--- src/rtl/can_demux_pkg.sv ---
// can_demux_pkg: shared state encoding, default tables and slot addressing for can_frame_demux
package can_demux_pkg;
  localparam logic [0:0] IDLE = 1'b0;
  localparam logic [0:0] COLLECT = 1'b1;
  localparam int DEF_NUM_ID = 4;
  localparam int DEF_FIELDS = 3;
  localparam int DEF_WORD_W = 16;
  localparam int DEF_DATA_W = 12;
  localparam logic [DEF_NUM_ID*DEF_WORD_W-1:0] DEF_ID_TABLE = {16'd520, 16'd515, 16'd514, 16'd513};
  localparam logic [DEF_NUM_ID*4-1:0] DEF_FCNT_TABLE = {4'd1, 4'd1, 4'd3, 4'd3};
  function automatic int slot_lsb(int k, int f, int fields = DEF_FIELDS, int data_w = DEF_DATA_W);
    return (k * fields + f - 1) * data_w;
  endfunction
  localparam logic [DEF_NUM_ID*DEF_FIELDS*DEF_DATA_W-1:0] DEF_RESET_TABLE =
    ((DEF_NUM_ID*DEF_FIELDS*DEF_DATA_W)'(175) << slot_lsb(2, 1)) |
    ((DEF_NUM_ID*DEF_FIELDS*DEF_DATA_W)'(100) << slot_lsb(0, 3));
endpackage

--- src/rtl/can_id_match.sv ---
// can_id_match: combinational lookup of a word in the CAN ID table, lowest index wins
module can_id_match
  import can_demux_pkg::*;
#(
  parameter int NUM_ID = DEF_NUM_ID,
  parameter int WORD_W = DEF_WORD_W,
  parameter logic [NUM_ID*WORD_W-1:0] ID_TABLE = DEF_ID_TABLE
) (
  input  logic [WORD_W-1:0]         word_i,
  output logic                      hit,
  output logic [$clog2(NUM_ID)-1:0] idx
);
  localparam int IW = $clog2(NUM_ID);
  for (genvar a = 0; a < NUM_ID; a++) begin : g_a
    for (genvar b = a + 1; b < NUM_ID; b++) begin : g_b
      if (ID_TABLE[a*WORD_W +: WORD_W] == ID_TABLE[b*WORD_W +: WORD_W]) begin : g_dup
        $error("can_id_match: duplicate ID_TABLE entries");
      end
    end
  end
  // scan from the top so the lowest matching index is the one left standing
  always_comb begin
    hit = 1'b0;
    idx = '0;
    for (int k = NUM_ID - 1; k >= 0; k--) begin
      if (word_i == ID_TABLE[k*WORD_W +: WORD_W]) begin
        hit = 1'b1;
        idx = IW'(k);
      end
    end
  end
endmodule

--- src/rtl/can_frame_demux.sv ---
// can_frame_demux: collects tagged CAN data words per ID and commits them atomically; CAN_DEMUX_TIMEOUT_EN adds a stall timeout
module can_frame_demux
  import can_demux_pkg::*;
#(
  parameter int NUM_ID = DEF_NUM_ID,
  parameter int FIELDS = DEF_FIELDS,
  parameter int WORD_W = DEF_WORD_W,
  parameter int DATA_W = DEF_DATA_W,
  parameter int TAG_W = 2,
  parameter logic [NUM_ID*WORD_W-1:0] ID_TABLE = DEF_ID_TABLE,
  parameter logic [NUM_ID*4-1:0] FCNT_TABLE = DEF_FCNT_TABLE,
  parameter logic [NUM_ID*FIELDS*DATA_W-1:0] RESET_TABLE = DEF_RESET_TABLE,
  parameter int TIMEOUT_CYC = 1024
) (
  input  logic                             clk,
  input  logic                             rst,
  input  logic                             word_valid_i,
  input  logic [WORD_W-1:0]                word_i,
  output logic [NUM_ID*FIELDS*DATA_W-1:0]  data_o,
  output logic [NUM_ID-1:0]                frame_done_o,
  output logic                             err_o,
  output logic                             busy_o,
  output logic [$clog2(NUM_ID)-1:0]        active_id_o
);
  localparam int IW = $clog2(NUM_ID);
  if (FIELDS > 2**TAG_W - 1) begin : g_fields_chk
    $error("can_frame_demux: FIELDS does not fit the tag range");
  end
  for (genvar k = 0; k < NUM_ID; k++) begin : g_fcnt_chk
    if (FCNT_TABLE[k*4 +: 4] == 4'd0 || int'(FCNT_TABLE[k*4 +: 4]) > FIELDS) begin : g_bad
      $error("can_frame_demux: FCNT_TABLE entry out of range");
    end
  end
  if (TIMEOUT_CYC < 2) begin : g_to_chk
    $error("can_frame_demux: TIMEOUT_CYC too small");
  end
  logic [0:0] state;
  logic [TAG_W-1:0] exp_tag;
  logic [TAG_W-1:0] tag;
  logic [DATA_W-1:0] pay;
  logic [DATA_W-1:0] shadow [2**TAG_W];
  logic [3:0] fcnt;
  logic hit;
  logic [IW-1:0] idx;
  logic start, dat, good, bad, commit, tout;
  can_id_match #(.NUM_ID(NUM_ID), .WORD_W(WORD_W), .ID_TABLE(ID_TABLE)) u_match (
    .word_i(word_i),
    .hit(hit),
    .idx(idx)
  );
  assign tag = word_i[DATA_W +: TAG_W];
  assign pay = word_i[DATA_W-1:0];
  assign fcnt = FCNT_TABLE[active_id_o*4 +: 4];
  assign start = word_valid_i && hit;
  assign dat = word_valid_i && !hit && tag != '0 && state == COLLECT;
  assign good = dat && tag == exp_tag;
  assign bad = dat && tag != exp_tag;
  assign commit = good && int'(exp_tag) == int'(fcnt);
  assign busy_o = state == COLLECT;
`ifdef CAN_DEMUX_TIMEOUT_EN
  localparam int TW = $clog2(TIMEOUT_CYC);
  logic [TW-1:0] tmr;
  // counts cycles inside a frame that did not accept an ID or data word
  always_ff @(posedge clk) begin
    if (rst || state != COLLECT || start || dat) tmr <= '0;
    else tmr <= tmr + 1'b1;
  end
  assign tout = state == COLLECT && !start && !dat && tmr == TW'(TIMEOUT_CYC - 1);
`else
  assign tout = 1'b0;
`endif
  // frame FSM: an ID word always restarts collection, data words advance or drop the frame
  always_ff @(posedge clk) begin
    if (rst) begin
      state <= IDLE;
      active_id_o <= '0;
      exp_tag <= '0;
      shadow <= '{default: '0};
      frame_done_o <= '0;
      err_o <= 1'b0;
    end else begin
      frame_done_o <= '0;
      err_o <= 1'b0;
      if (start) begin
        state <= COLLECT;
        active_id_o <= idx;
        exp_tag <= TAG_W'(1);
      end else if (good) begin
        shadow[exp_tag] <= pay;
        if (commit) begin
          state <= IDLE;
          frame_done_o[active_id_o] <= 1'b1;
        end else exp_tag <= exp_tag + 1'b1;
      end else if (bad || tout) begin
        state <= IDLE;
        err_o <= 1'b1;
      end
    end
  end
  // the last field bypasses the shadow so every field of the frame lands on the same edge
  always_ff @(posedge clk) begin
    if (rst) data_o <= RESET_TABLE;
    else if (commit) begin
      for (int k = 0; k < NUM_ID; k++)
        for (int f = 1; f <= FIELDS; f++)
          if (int'(active_id_o) == k && f <= int'(fcnt))
            data_o[slot_lsb(k, f, FIELDS, DATA_W) +: DATA_W] <= f == int'(exp_tag) ? pay : shadow[f[TAG_W-1:0]];
    end
  end
endmodule

--- config.mk ---
export PLATFORM = sky130hd
export DESIGN_NAME = can_frame_demux
export DESIGN_NICKNAME = d
export VERILOG_FILES = /design/src/rtl/can_demux_pkg.sv /design/src/rtl/can_id_match.sv /design/src/rtl/can_frame_demux.sv
export SDC_FILE = /design/constraint.sdc
export NUM_CORES = 1
export LEC_CHECK = 0
export BUFFER_PORTS_ARGS = -buffer_cell sky130_fd_sc_hd__buf_4
export CELL_PAD_IN_SITES_DETAIL_PLACEMENT = 0
export CELL_PAD_IN_SITES_GLOBAL_PLACEMENT = 2
export CORE_MARGIN = 2
export CORE_UTILIZATION = 34
export CTS_BUF_LIST = sky130_fd_sc_hd__clkbuf_4
export DETAILED_ROUTE_END_ITERATION = 7
export GPL_ROUTABILITY_DRIVEN = 0
export GPL_TIMING_DRIVEN = 0
export PLACE_DENSITY_LB_ADDON = 0.1
export SLEW_MARGIN = 25
export SYNTH_ARGS = -nofsm -noshare
export SYNTH_HDL_FRONTEND = slang
export SYNTH_SLANG_ARGS = --single-unit
--- constraint.sdc ---
create_clock -name clk -period 2.08 [get_ports clk]
set_input_delay 0.416 -clock clk [delete_from_list [all_inputs] [get_ports clk]]
set_output_delay 0.416 -clock clk [all_outputs]
set_load 0.01 [all_outputs]
# Yosys cells after proc, flatten, opt, wreduce, memory -nomap -nowiden
# Cells that the tools add are included.
word_totals:
  ff_bits: 202
  inputBits: 19
  out_inout_bits: 152
  elab_cells: 119
classes:
  n_addsub: 1
  magnitude_cmp: 7
  n_eq_ne: 15
  shift: 1
  n_mux: 24
  n_bitwise: 4
  n_reduce_logical: 45
op_table:
  columns: ["op", "n"]
  rows:
  - ["16-bit by 10-bit == test with 1-bit output, second input constant", 4]
  - ["48-bit bitwise mux", 1]
  - ["12-bit two-way mux", 4]
  - ["2-bit AND reduction", 16]
  - ["12-bit demux with 2-bit select", 1]
  - ["1-bit logical AND", 21]
  - ["16-bit by 5-bit indexed part select with 4-bit output, first input constant", 1]
  - ["1-bit two-way mux", 13]
  - ["2-bit by 4-bit <= comparator with 1-bit output, first input constant", 2]
  - ["2-bit two-way mux", 4]
  - ["2-bit == test, first input constant", 2]
  - ["2-bit == test, second input constant", 2]
  - ["3-bit by 4-bit == test with 1-bit output", 1]
  - ["1-bit by 4-bit <= comparator with 1-bit output, first input constant", 1]
  - ["2-bit nonzero test", 2]
  - ["4-bit OR reduction", 1]
  - ["3-bit >= comparator, second input constant", 1]
  - ["2-bit by 3-bit < comparator with 1-bit output, second input constant", 1]
  - ["3-bit by 1-bit < comparator with 1-bit output, second input constant", 1]
  - ["3-bit by 2-bit != test with 1-bit output, second input constant", 1]
  - ["1-bit inverter", 3]
  - ["2-bit inverter with 3-bit output", 1]
  - ["3-bit nonzero test", 1]
  - ["3-bit OR reduction", 1]
  - ["other kinds (11)", 11]

# Logic depth before layout (Yosys ltp)
# Gate-level depths: netlist (run 1).
depth:
  depth_word: 14
  ltp_mapped: 7
  ltp_nobuf: 4

# Hierarchy
# Synthesis (run 1) repeated with hierarchy kept, for this count alone.
hier_totals:
  cells_unflattened: 742
  hier_area_um2: 7058.0
by_module_without_submodules:
  columns: ["module", "instances", "cells_each", "area_each_um2", "seq_area_each_um2"]
  rows:
  - ["can_frame_demux", 1, 729, 6964.2, 3803.6]
  - ["can_id_match", 1, 13, 93.8, 0.0]

# Least setup slack after synthesis (run 1)
# No wires, ideal clock.
synth_timing:
  path_kind: "register to register"
  startpoint: "register exp_tag[1]"
  endpoint: "register data_o[74]"
  setup_ns: 0.137
  arrival_time_ns: 1.714
  t_required_ns: 1.943
  path_slack_ns: 0.229
  path_stages_with_launch: 7
  n_path_buf: 2
  synth_period_minus_slack_ns: 1.851
  cell_sequence: "dfxtp_1 > buf_4 > inv_1 > ha_1 > buf_1 > mux2i_1 > a31oi_1"
synth_via:
  elab_chain_len: 4
  word_cells_on_any_way: 7
  classes_between: "eq/ne (3); mux (1); reduce/logical (3)"
synth_lines:
  columns: ["element", "line", "source"]
  rows:
  - ["start: declaration", "can_frame_demux.sv:38", "logic [TAG_W-1:0] exp_tag;"]
  - ["start signal: assignment", "can_frame_demux.sv:93", "end else exp_tag <= exp_tag + 1'b1;"]
  - ["2-bit == test", "can_frame_demux.sv:56", "assign good = dat && tag == exp_tag;"]
  - ["1-bit logical AND", "can_frame_demux.sv:56", null]
  - ["1-bit logical AND", "can_frame_demux.sv:58", "assign commit = good && int'(exp_tag) == int'(fcnt);"]
  - ["2-bit AND reduction (no line)", null, null]
  - ["end signal: indexed assignment", "can_frame_demux.sv:107", "data_o[slot_lsb(k, f, FIELDS, DATA_W) +: DATA_W] <= f == int'(exp_tag) ? pay : shadow[f[TAG_W-1:0]];"]
  - ["end: declaration", "can_frame_demux.sv:19", "output logic [NUM_ID*FIELDS*DATA_W-1:0] data_o,"]
# Parallel ways exist; a longest one is shown, timed or not.
# A chain may end at the register's enable or synchronous reset.

# Worst setup path after layout (run 1)
layout_timing:
  startpoint: "register exp_tag[0]"
  endpoint: "register data_o[29]"
# The elaborated chain is that of the path after synthesis.

==> impl_metrics.csv, run 1 <==
group,metric,value,unit
worst_setup_path,cp-start-kind,"register",
timing,fin_crit,1.98,ns
floorplanning,placementRows,52,
floorplanning,start_util,34.7,%
cells_and_area,drive_gt1_share,33.0,%
floorplanning,die_area,21800,µm²
floorplanning,die_w,148,µm
worst_setup_path,crit_required,2.54,ns
synth,ys_warn_count,0,
detailed_routing,finalWirelength,21.4,mm
synth,syn-num-nets,694,
worst_setup_path,critPathKind,"reg -> reg",
global_routing,groute.usage.overall,19.5,%
timing,relSlewSlack,46.9,%
cts,ctsHoldBuffers,0,
synth,synth-seq-area-share,54.2,%
cts,clockBufferDepth,2,
worst_setup_path,cp_max_fo,10,
cells_and_area,nets,882,
worst_setup_path,crit_arrival,2.45,ns
detailed_routing,drc,0,
cells_and_area,postLayoutCellArea,9140,µm²
global_routing,antenna_found_initial,1,
synth,syn_inst,672,
timing,skew,0.0312,ns
synth,postSynth.asyncResetShare,0,%
cts,htree_levels,4,
worst_setup_path,endpoint_kind,"register",
cells_and_area,area_delta_synth_final,30.1,%
cts,root_buffer,"clkbuf_4",
cts,clkTransAtPathRegs,0.16,ns
timing,max_freq,0.505,GHz
timing,tightest_slew,0.796,ns
pwr,p_leak,3.51,nW
place,portBuffers,168,
global_routing,grt_max_degree,19,
synth,synth_cell_types,46,
timing,setup_viol,0,
cts,cts.sinks,190,
detailed_routing,ant_nets,0,
detailed_routing,drtIter0Drc,204,
pwr,total_power,0.00590,W
synth,avgSynthCellArea,10.4,µm²
run,cap_violations,0,
worst_setup_path,rr_worst_depth,5,
floorplanning,core_region_area,20200,µm²
cts,cts_tree,"built",
timing,fin_crit_sh,95.3,%
timing,slew_viol_final,0,
floorplanning,fp.dieH,148,µm
detailed_routing,drtPass1Iterations,4,
global_routing,grt-ovfl-total,0,
synth,synthFlopType,"dfxtp_1",
detailed_routing,routedWlPerCell,18.6,µm
place,dpl_cell_area,8620,µm²
min_path,hp-class,"in -> reg",
run_status,status,"finished, final reports clean",
detailed_routing,vias_per_cell,4.93,
global_routing,grt_pass1_wl,32.2,mm
cts,clk_latency,0.58,ns
floorplanning,io_pins,171,
detailed_routing,vias,5640,
synth,synth_edf_count,0,
cts,cts_buffers,17,
place,dpl.hpwl,16.0,mm
pwr,power_density,646,nW/µm²
pwr,vdd_drop_max,0.289,mV
min_path,hold-path-cell-count,4,
timing,hold_viol,0,
cells_and_area,fillers,1960,
synth,netlist_area,7020,µm²
synth,ys_seq_elements,190,
global_routing,grt_pass1_vias,5450,
## power by group
part           internal [W]  switching (W)
Combinational     0.0000478       0.000152
Clock              0.000655        0.00140
Sequential          0.00364  0.00000000442
Total               0.00435        0.00155
## cells in the mapped netlist, types with 2 or more instances
| cell | n | share of area, % |
|---|---|---|
| nor2_1 | 93 | 5.0 |
| buf_1 | 3 | 0.16 |
| inv_1 | 4 | 0.21 |
| o21ai_0 | 5 | 0.36 |
| nor2b_1 | 52 | 4.6 |
| nor3b_1 | 2 | 0.21 |
| ha_1 | 3 | 0.53 |
| dfxtp_1 | 190 | 54 |
| buf_2 | 11 | 0.78 |
| nor4b_1 | 2 | 0.25 |
| clkbuf_1 | 26 | 1.4 |
| mux2i_1 | 73 | 10 |
| a31oi_1 | 9 | 0.80 |
| buf_4 | 10 | 1.1 |
| nor3_1 | 14 | 1.0 |
| nor4_1 | 2 | 0.18 |
| nand4_1 | 2 | 0.18 |
| and2_1 | 2 | 0.18 |
| nand3_1 | 2 | 0.14 |
| a211oi_2 | 31 | 5.5 |
| nand2_1 | 51 | 2.7 |
| a211oi_1 | 56 | 6.0 |
| or3_1 | 2 | 0.18 |
| buf_6 | 5 | 0.80 |
## worst max-delay path, cell delays in order (launching register included)
cell and delay (ns):
dfxtp_2 0.46, ha_1 0.18, clkbuf_1 0.22, buf_2 0.38
mux2i_1 0.47, a31oi_1 0.15
## per-layer routing
metal	wire length (µm)	global-route usage, %	up-vias
li1	-	-	2723
met4	303	5.43	0
met2	10100	31.7	153
met3	947	3.67	20
met1	10000	26.5	2744
met5	0	0	-
## metrics by stage
step	setup WS (ns)	utilization, %	TNS (ns)	hold WS (ns)	instances
finish	0.0985	45.2	0	0.137	1145
global route	-0.0105	45.2	-0.0105	0.107	1145
CTS	-0.00390	44.7	-0.00390	0.0907	1143
detailed placement	-0.596	42.6	-29.35	0.448	1110
global placement	-0.552	42.6	-27.07	0.444	1110
floorplan	0.229	-	0	0.434	672
## cell type report
| type | instances | area [µm²] | area share [%] |
|---|---|---|---|
| antenna | 2 | 5.00 | 0.0548 |
| clock buffer | 18 | 135 | 1.48 |
| timing repair buffer | 170 | 1290 | 14.1 |
| buffer | 54 | 312 | 3.41 |
| tap | 270 | 338 | 3.70 |
| multi-input combinational | 422 | 3080 | 33.7 |
| clock inverter | 14 | 153 | 1.67 |
| inverter | 5 | 18.8 | 0.205 |
| sequential | 190 | 3810 | 41.7 |
## cells by family (layout without fill, tap and decap cells)
logic type | count (synthesis) | after routing | share of synthesized area [%]
AO/OA/AOI/OAI | 111 | 111 | 13.8
buffers and inverters | 60 | 261 | 4.47
multiplexers | 73 | 73 | 10.4
adder cells (fa/ha/maj) | 3 | 3 | 0.535
AND/OR/NAND/NOR | 232 | 232 | 16.0
flip-flops | 190 | 190 | 54.2
other | 0 | 2 | 0
XOR/XNOR | 3 | 3 | 0.642
## path summary, 6_finish.rpt
path	startpoint	to	slack [ns]
max	exp_tag[0]$_SDFFE_PP0P_	data_o[29]$_SDFFE_PP1P_	0.1
min	word_i[15]	active_id_o[0]$_SDFFE_PP0P_	0.14
min reg2reg	shadow[9]$_SDFFE_PP0P_	shadow[9]$_SDFFE_PP0P_	0.47
max reg2reg	exp_tag[0]$_SDFFE_PP0P_	data_o[29]$_SDFFE_PP1P_	0.1
## cell usage in the layout (no fill, tap or decap), types with 9 or more instances in the layout
cell type,instances
buf_2,9
nand2_1,51
a211oi_2,31
mux2i_1,58
nor3_1,14
a31oi_1,9
buf_4,180
clkbuf_4,21
nor2b_1,52
dfxtp_1,186
nor2_1,93
mux2i_4,9
a211oi_1,56
clkbuf_1,24
## sequential cells by signal, summed over array words and instances (netlist names)
signal / count
data_o: 144
shadow: 36
frame_done_o: 4
active_id_o: 2
exp_tag: 2
busy_o: 1
err_o: 1
## what timing repair did
action / CTS / global route
endpoints found under the setup margin: 99 / 99
endpoints found under the hold margin: 0 / 0
gates resized for setup: 26 / 21
pin swaps: 1 / 0
setup buffers: 2 / 0
(Power assumes the default switching activity.)
==> run 2: changes to the inputs <==
ABC_AREA = 1   (was default)
CORE_UTILIZATION = 31   (was 34)
RECOVER_POWER = 100   (was default)
==> impl_metrics.csv, run 2 <==
group,metric,value,unit
detailed_routing,drc,0,
cts,cts.sinks,190,
cts,clockBufferDepth,2,
detailed_routing,vias,6546,
worst_setup_path,crit_required,2.57,ns
global_routing,grt_pass1_vias,6165,
synth,syn_inst,950,
run_status,status,"finished, final reports clean",
timing,max_freq,0.510,GHz
timing,fin_crit,1.96,ns
timing,tightest_slew,0.695,ns
floorplanning,fp.dieH,156,µm
place,dpl_cell_area,8790,µm²
worst_setup_path,worst-path-buf-inv,2,
synth,synth_top_area_share,53.1,%
cells_and_area,drive_gt1_share,7.99,%
run,cap_violations,0,
global_routing,antenna_found_initial,1,
timing,slew_viol_final,0,
cts,cts_tree,"built",
synth,synth_cell_types,25,
pwr,p_leak,3.13,nW
min_path,hold-path-cell-count,4,
worst_setup_path,rr_worst_depth,7,
timing,skew,0.0275,ns
floorplanning,io_pins,171,
detailed_routing,finalWirelength,22.3,mm
detailed_routing,drtIter0Drc,447,
cells_and_area,largest_reg_flops,144,
pwr,power_density,678,nW/µm²
place,dpl_worst_slack,-0.201,ns
global_routing,grt-ovfl-total,0,
floorplanning,placementRows,55,
synth,yosysMostFrequentCell,"dfxtp_1",
floorplanning,core_region_area,22600,µm²
worst_setup_path,path_depth,7,
cts,htree_levels,4,
detailed_routing,drtPass1Iterations,4,
timing,worst_slack,0.120,ns
synth,ys_warn_count,0,
timing,setup_viol,0,
synth,ys_seq_elements,190,
place,portBuffers,169,
cells_and_area,final_cell_mix,"dfxtp_1 (188), clkbuf_1 (173), nand2_1 (164), inv_1 (148), a21oi_1 (124)",
synth,postSynth.asyncResetShare,0,%
synth,syn-num-nets,972,
worst_setup_path,cp-start-kind,"register",
worst_setup_path,crit_arrival,2.45,ns
synth,ys_top_cells_by_count,"dfxtp_1 (190), nand2_1 (164), inv_1 (148), a21oi_1 (124), nor2_1 (85)",
cells_and_area,fillers,2622,
detailed_routing,routedWlPerCell,15.5,µm
detailed_routing,vias_per_cell,4.55,
synth,netlist_area,7160,µm²
synth,synth_edf_count,0,
cts,root_buffer,"clkbuf_4",
cells_and_area,postLayoutCellArea,8540,µm²
synth,synth_top_area_cell,"dfxtp_1",
cts,clkTransAtPathRegs,0.16,ns
cells_and_area,reg_top3,"data_o: 144 flops, shadow: 36 flops, frame_done_o: 4 flops",
cells_and_area,fin_cells,1438,
worst_setup_path,crit_chain,"ha_1 > clkbuf_1 > clkbuf_2 > o21ai_0 > nand3_1 > nand2_1 > a21oi_1",
worst_setup_path,cp_max_fo,10,
worst_setup_path,endpoint_kind,"register",
synth,synthFlopType,"dfxtp_1",
place,placedCellCount,1404,
synth,synth-seq-area-share,53.1,%
global_routing,grt_max_degree,19,
cells_and_area,area_delta_synth_final,19.2,%
worst_setup_path,critPathKind,"reg -> reg",
place,dpl.hpwl,16.4,mm
timing,fin_crit_sh,94.2,%
floorplanning,start_util,31.6,%
min_path,hp-class,"in -> reg",
detailed_routing,ant_nets,0,
timing,rsz0062_at_grt,"no",
pwr,vdd_drop_max,0.251,mV
cts,cts_buffers,17,
cells_and_area,top_register,"data_o",
cts,ctsHoldBuffers,0,
floorplanning,die_w,156,µm
timing,hold_viol,0,
global_routing,groute.usage.overall,18.3,%
floorplanning,die_area,24300,µm²
global_routing,grt_pass1_wl,34.2,mm
timing,relSlewSlack,53.2,%
worst_setup_path,crit_path_max_incr_delay,0.52,ns
synth,avgSynthCellArea,7.54,µm²
cts,clk_latency,0.59,ns
worst_setup_path,cp_top_family,"compound AO/OA/AOI/OAI gates",
cells_and_area,nets,1161,
synth,yosys-top-cells-area,"dfxtp_1 (53%), a21oi_1 (8.7%), nand2_1 (8.6%)",
worst_setup_path,cpMaxStageDelayCell,"o21ai_0",
cells_and_area,final_common_cell,"dfxtp_1",
[run 2: worst paths after layout]
check / startpoint / end / slack (ns)
max: exp_tag[0]$_SDFFE_PP0P_ / data_o[71]$_SDFFE_PP0P_ / 0.12
min: word_valid_i / active_id_o[1]$_SDFFE_PP0P_ / 0.11
max reg2reg: exp_tag[0]$_SDFFE_PP0P_ / data_o[71]$_SDFFE_PP0P_ / 0.12
min reg2reg: data_o[134]$_SDFFE_PP0P_ / data_o[134]$_SDFFE_PP0P_ / 0.43
[run 2: cell families after synthesis]
logic type      Yosys count  synth area share (%)
simple gates            341                  19.8
buf+inv                 208                  11.4
compound gates          206                  14.8
flops                   190                  53.1
fa+ha+maj                 3                 0.524
xor+xnor                  2                 0.349
[run 2: tightest hold or removal path: stages]
cell,delay (ns)
buf_4,0.10
nand2_1,0.05
nand2_1,0.05
a21oi_1,0.03
[run 2: per-stage QoR]
| stage | utilization, % | hold WS, ns | setup TNS (ns) | total power, W |
|---|---|---|---|---|
| floorplan | - | 0.447 | 0 | 0.00383 |
| global placement | 38.8 | 0.410 | -12.06 | 0.00393 |
| detailed placement | 38.8 | 0.412 | -9.11 | 0.00393 |
| CTS | 40.1 | 0.0749 | 0 | 0.00587 |
| global route | 37.7 | 0.124 | 0 | 0.00604 |
| finish | 37.7 | 0.106 | 0 | 0.00579 |
[run 2: final cells by class]
class / count / area (µm²) / area share [%]
flip-flops and latches: 190 / 3810 / 44.6
multi-input cells: 552 / 2570 / 30.1
repair buffers: 171 / 726 / 8.50
inverters: 149 / 559 / 6.55
well taps: 285 / 357 / 4.18
plain buffers: 58 / 263 / 3.08
clock buffers: 17 / 128 / 1.50
clock inverters: 15 / 125 / 1.47
diodes: 1 / 2.50 / 0.0293
[run 2: report_power, final]
| part | switching, W | internal (W) | leakage, nW |
|---|---|---|---|
| logic | 0.000151 | 0.0000543 | 1.47 |
| clock network | 0.00142 | 0.000514 | 0.131 |
| registers | 0.00000000567 | 0.00364 | 1.53 |
| total | 0.00158 | 0.00421 | 3.13 |
[run 2: what timing repair did]
item,4_1_cts,5_1_grt
endpoints found under the setup margin,46,110
buffers inserted,2,0
pin swaps,2,0
gates resized for setup,6,23
[run 2: layer usage]
layer / routed length (µm) / share of wire, % / GRT usage [%] / vias up
met5: 0 / 0 / 0 / -
met4: 270 / 1.2 / 4.63 / 0
met3: 996 / 4.5 / 3.86 / 16
met2: 9970 / 45 / 28.1 / 160
met1: 11100 / 50 / 26.1 / 2992
li1: - / - / - / 3378
==> run 3: changes to the inputs <==
CORE_UTILIZATION = 33   (was 31)
clock period = 2.4 ns   (was 2.08 ns; I/O delays follow)
==> impl_metrics.csv, run 3 (synthesis gave the netlist of run 2 again) <==
group,metric,value,unit
cells_and_area,nets,1160,
timing,relSlewSlack,48.2,%
worst_setup_path,crit_chain,"ha_1 > clkbuf_1 > clkbuf_1 > nand2_1 > o21ai_0 > nand3_1 > nand2_1 > a21oi_1",
timing,fin_crit_sh,92.9,%
cells_and_area,area_delta_synth_final,18.6,%
worst_setup_path,cpMaxStageDelayCell,"dfxtp_1",
worst_setup_path,worst-path-buf-inv,2,
floorplanning,placementRows,53,
floorplanning,start_util,33.9,%
worst_setup_path,critPathKind,"reg -> reg",
floorplanning,core_region_area,21200,µm²
global_routing,grt_pass1_vias,6023,
cts,post_cts_buffers,0,
timing,hold_viol,0,
cts,clkTransAtPathRegs,0.18,ns
pwr,p_leak,3.09,nW
cts,clk_latency,0.59,ns
detailed_routing,finalWirelength,22.1,mm
place,portBuffers,169,
detailed_routing,drtPass1Iterations,5,
timing,setup_viol,0,
cts,htree_levels,4,
run_status,status,"finished, final reports clean",
cts,cts.sinks,190,
floorplanning,io_pins,171,
floorplanning,fp.dieH,151,µm
min_path,hp-class,"in -> reg",
detailed_routing,vias,6571,
worst_setup_path,endpoint_kind,"register",
detailed_routing,drc,0,
detailed_routing,wl_met3,1.25,mm
global_routing,grt-ovfl-total,0,
timing,tightest_slew,0.774,ns
cts,clockBufferDepth,2,
pwr,power_density,612,nW/µm²
timing,fin_setup_tns,0,ns
floorplanning,die_area,22900,µm²
worst_setup_path,path_depth,8,
detailed_routing,drtIter0Drc,403,
detailed_routing,top_layer,"met4",
timing,skew,0.0300,ns
detailed_routing,routedWlPerCell,15.5,µm
cts,cts_tree,"built",
cts,ctsHoldBuffers,0,
cells_and_area,top_register,"data_o",
timing,fin_crit,2.23,ns
cts,ctsResizeCount,0,
worst_setup_path,crit_required,2.85,ns
cells_and_area,final_cell_mix,"dfxtp_1 (190), clkbuf_1 (186), nand2_1 (165), inv_1 (148), a21oi_1 (124)",
cts,cts_buffers,17,
detailed_routing,wl_met2,9.68,mm
detailed_routing,ant_nets,0,
pwr,vdd_drop_max,0.374,mV
run,cap_violations,0,
worst_setup_path,crit_path_max_incr_delay,0.51,ns
detailed_routing,vias_per_cell,4.60,
cells_and_area,reg_top3,"data_o: 144 flops, shadow: 36 flops, frame_done_o: 4 flops",
cells_and_area,drive_gt1_share,6.34,%
cts,root_buffer,"clkbuf_4",
timing,slew_viol_final,0,
timing,rsz0062_at_grt,"no",
cells_and_area,largest_reg_flops,144,
global_routing,antenna_found_initial,1,
global_routing,grt_max_degree,19,
global_routing,grt_pass1_wl,33.2,mm
global_routing,groute.usage.overall,19.2,%
floorplanning,die_w,151,µm
place,dpl.hpwl,16.5,mm
detailed_routing,drt-met1-wl,10.9,mm
worst_setup_path,crit_arrival,2.68,ns
min_path,hold-path-cell-count,4,
worst_setup_path,cp-start-kind,"register",
worst_setup_path,cp_max_fo,10,
worst_setup_path,cp_top_family,"buffers and inverters",
cells_and_area,final_common_cell,"dfxtp_1",
timing,max_freq,0.449,GHz
worst_setup_path,rr_worst_depth,8,
timing,hold_ws,0.169,ns
==> run 3: changes by cell type in the layout (fill, tap and decap cells not counted), sizes merged <==
| cell | before | now |
|---|---|---|
| clkinv | 3 | 4 |
| clkinvlp | 3 | 1 |
| bufinv | 0 | 2 |
| buf | 37 | 30 |
| inv | 158 | 156 |
| clkbuf | 209 | 216 |
==> run 3: metrics by stage <==
step           setup slack, ns  power, W  instance area (µm²)  std cells  util (%)
2_1_floorplan            0.719   0.00332                 7160        950         -
3_3_place_gp             0.149   0.00340                 8780       1394      41.5
3_5_place_dp             0.165   0.00340                 8780       1394      41.5
4_1_cts                  0.158   0.00528                 9080       1426      42.9
5_1_grt                0.00901   0.00542                 8500       1427      40.2
6_report                 0.172   0.00520                 8500       1427      40.2
==> run 3: routing by layer <==
metal / vias up / global-route usage [%]
li1: 3370 / -
met2: 180 / 30.0
met1: 3009 / 27.2
met5: - / 0
met4: 0 / 4.63
met3: 12 / 3.83
==> run 3: tightest hold or removal path, cell delays in order <==
cell,delay [ns]
buf_4,0.10
nand2_1,0.05
nand2_1,0.05
a21oi_1,0.03
==> run 3: layout make-up <==
class / instances / area (µm²)
Timing Repair Buffer: 169 / 694
Inverter: 149 / 559
Sequential cell: 190 / 3800
Clock inverter: 14 / 174
Buffer: 59 / 254
Clock buffer: 18 / 135
Fill cell: 2407 / 12700
Antenna cell: 1 / 2.50
Tap cell: 275 / 344
Multi-Input combinational cell: 552 / 2530
==> run 3: path summary, 6_finish.rpt <==
path | startpoint | endpoint | slack [ns]
worst max-delay path | exp_tag[1]$_SDFFE_PP0P_ | data_o[33]$_SDFFE_PP0P_ | 0.17
worst min-delay path | word_valid_i | active_id_o[1]$_SDFFE_PP0P_ | 0.17
worst max register to register | exp_tag[1]$_SDFFE_PP0P_ | data_o[33]$_SDFFE_PP0P_ | 0.17
worst min register to register | data_o[100]$_SDFFE_PP0P_ | data_o[100]$_SDFFE_PP0P_ | 0.43
==> run 3: where the power goes <==
group | switching, W | total [W] | internal (W)
sequential | 0.00000000326 | 0.00316 | 0.00316
clock | 0.00119 | 0.00187 | 0.000677
combinational | 0.000129 | 0.000175 | 0.0000453
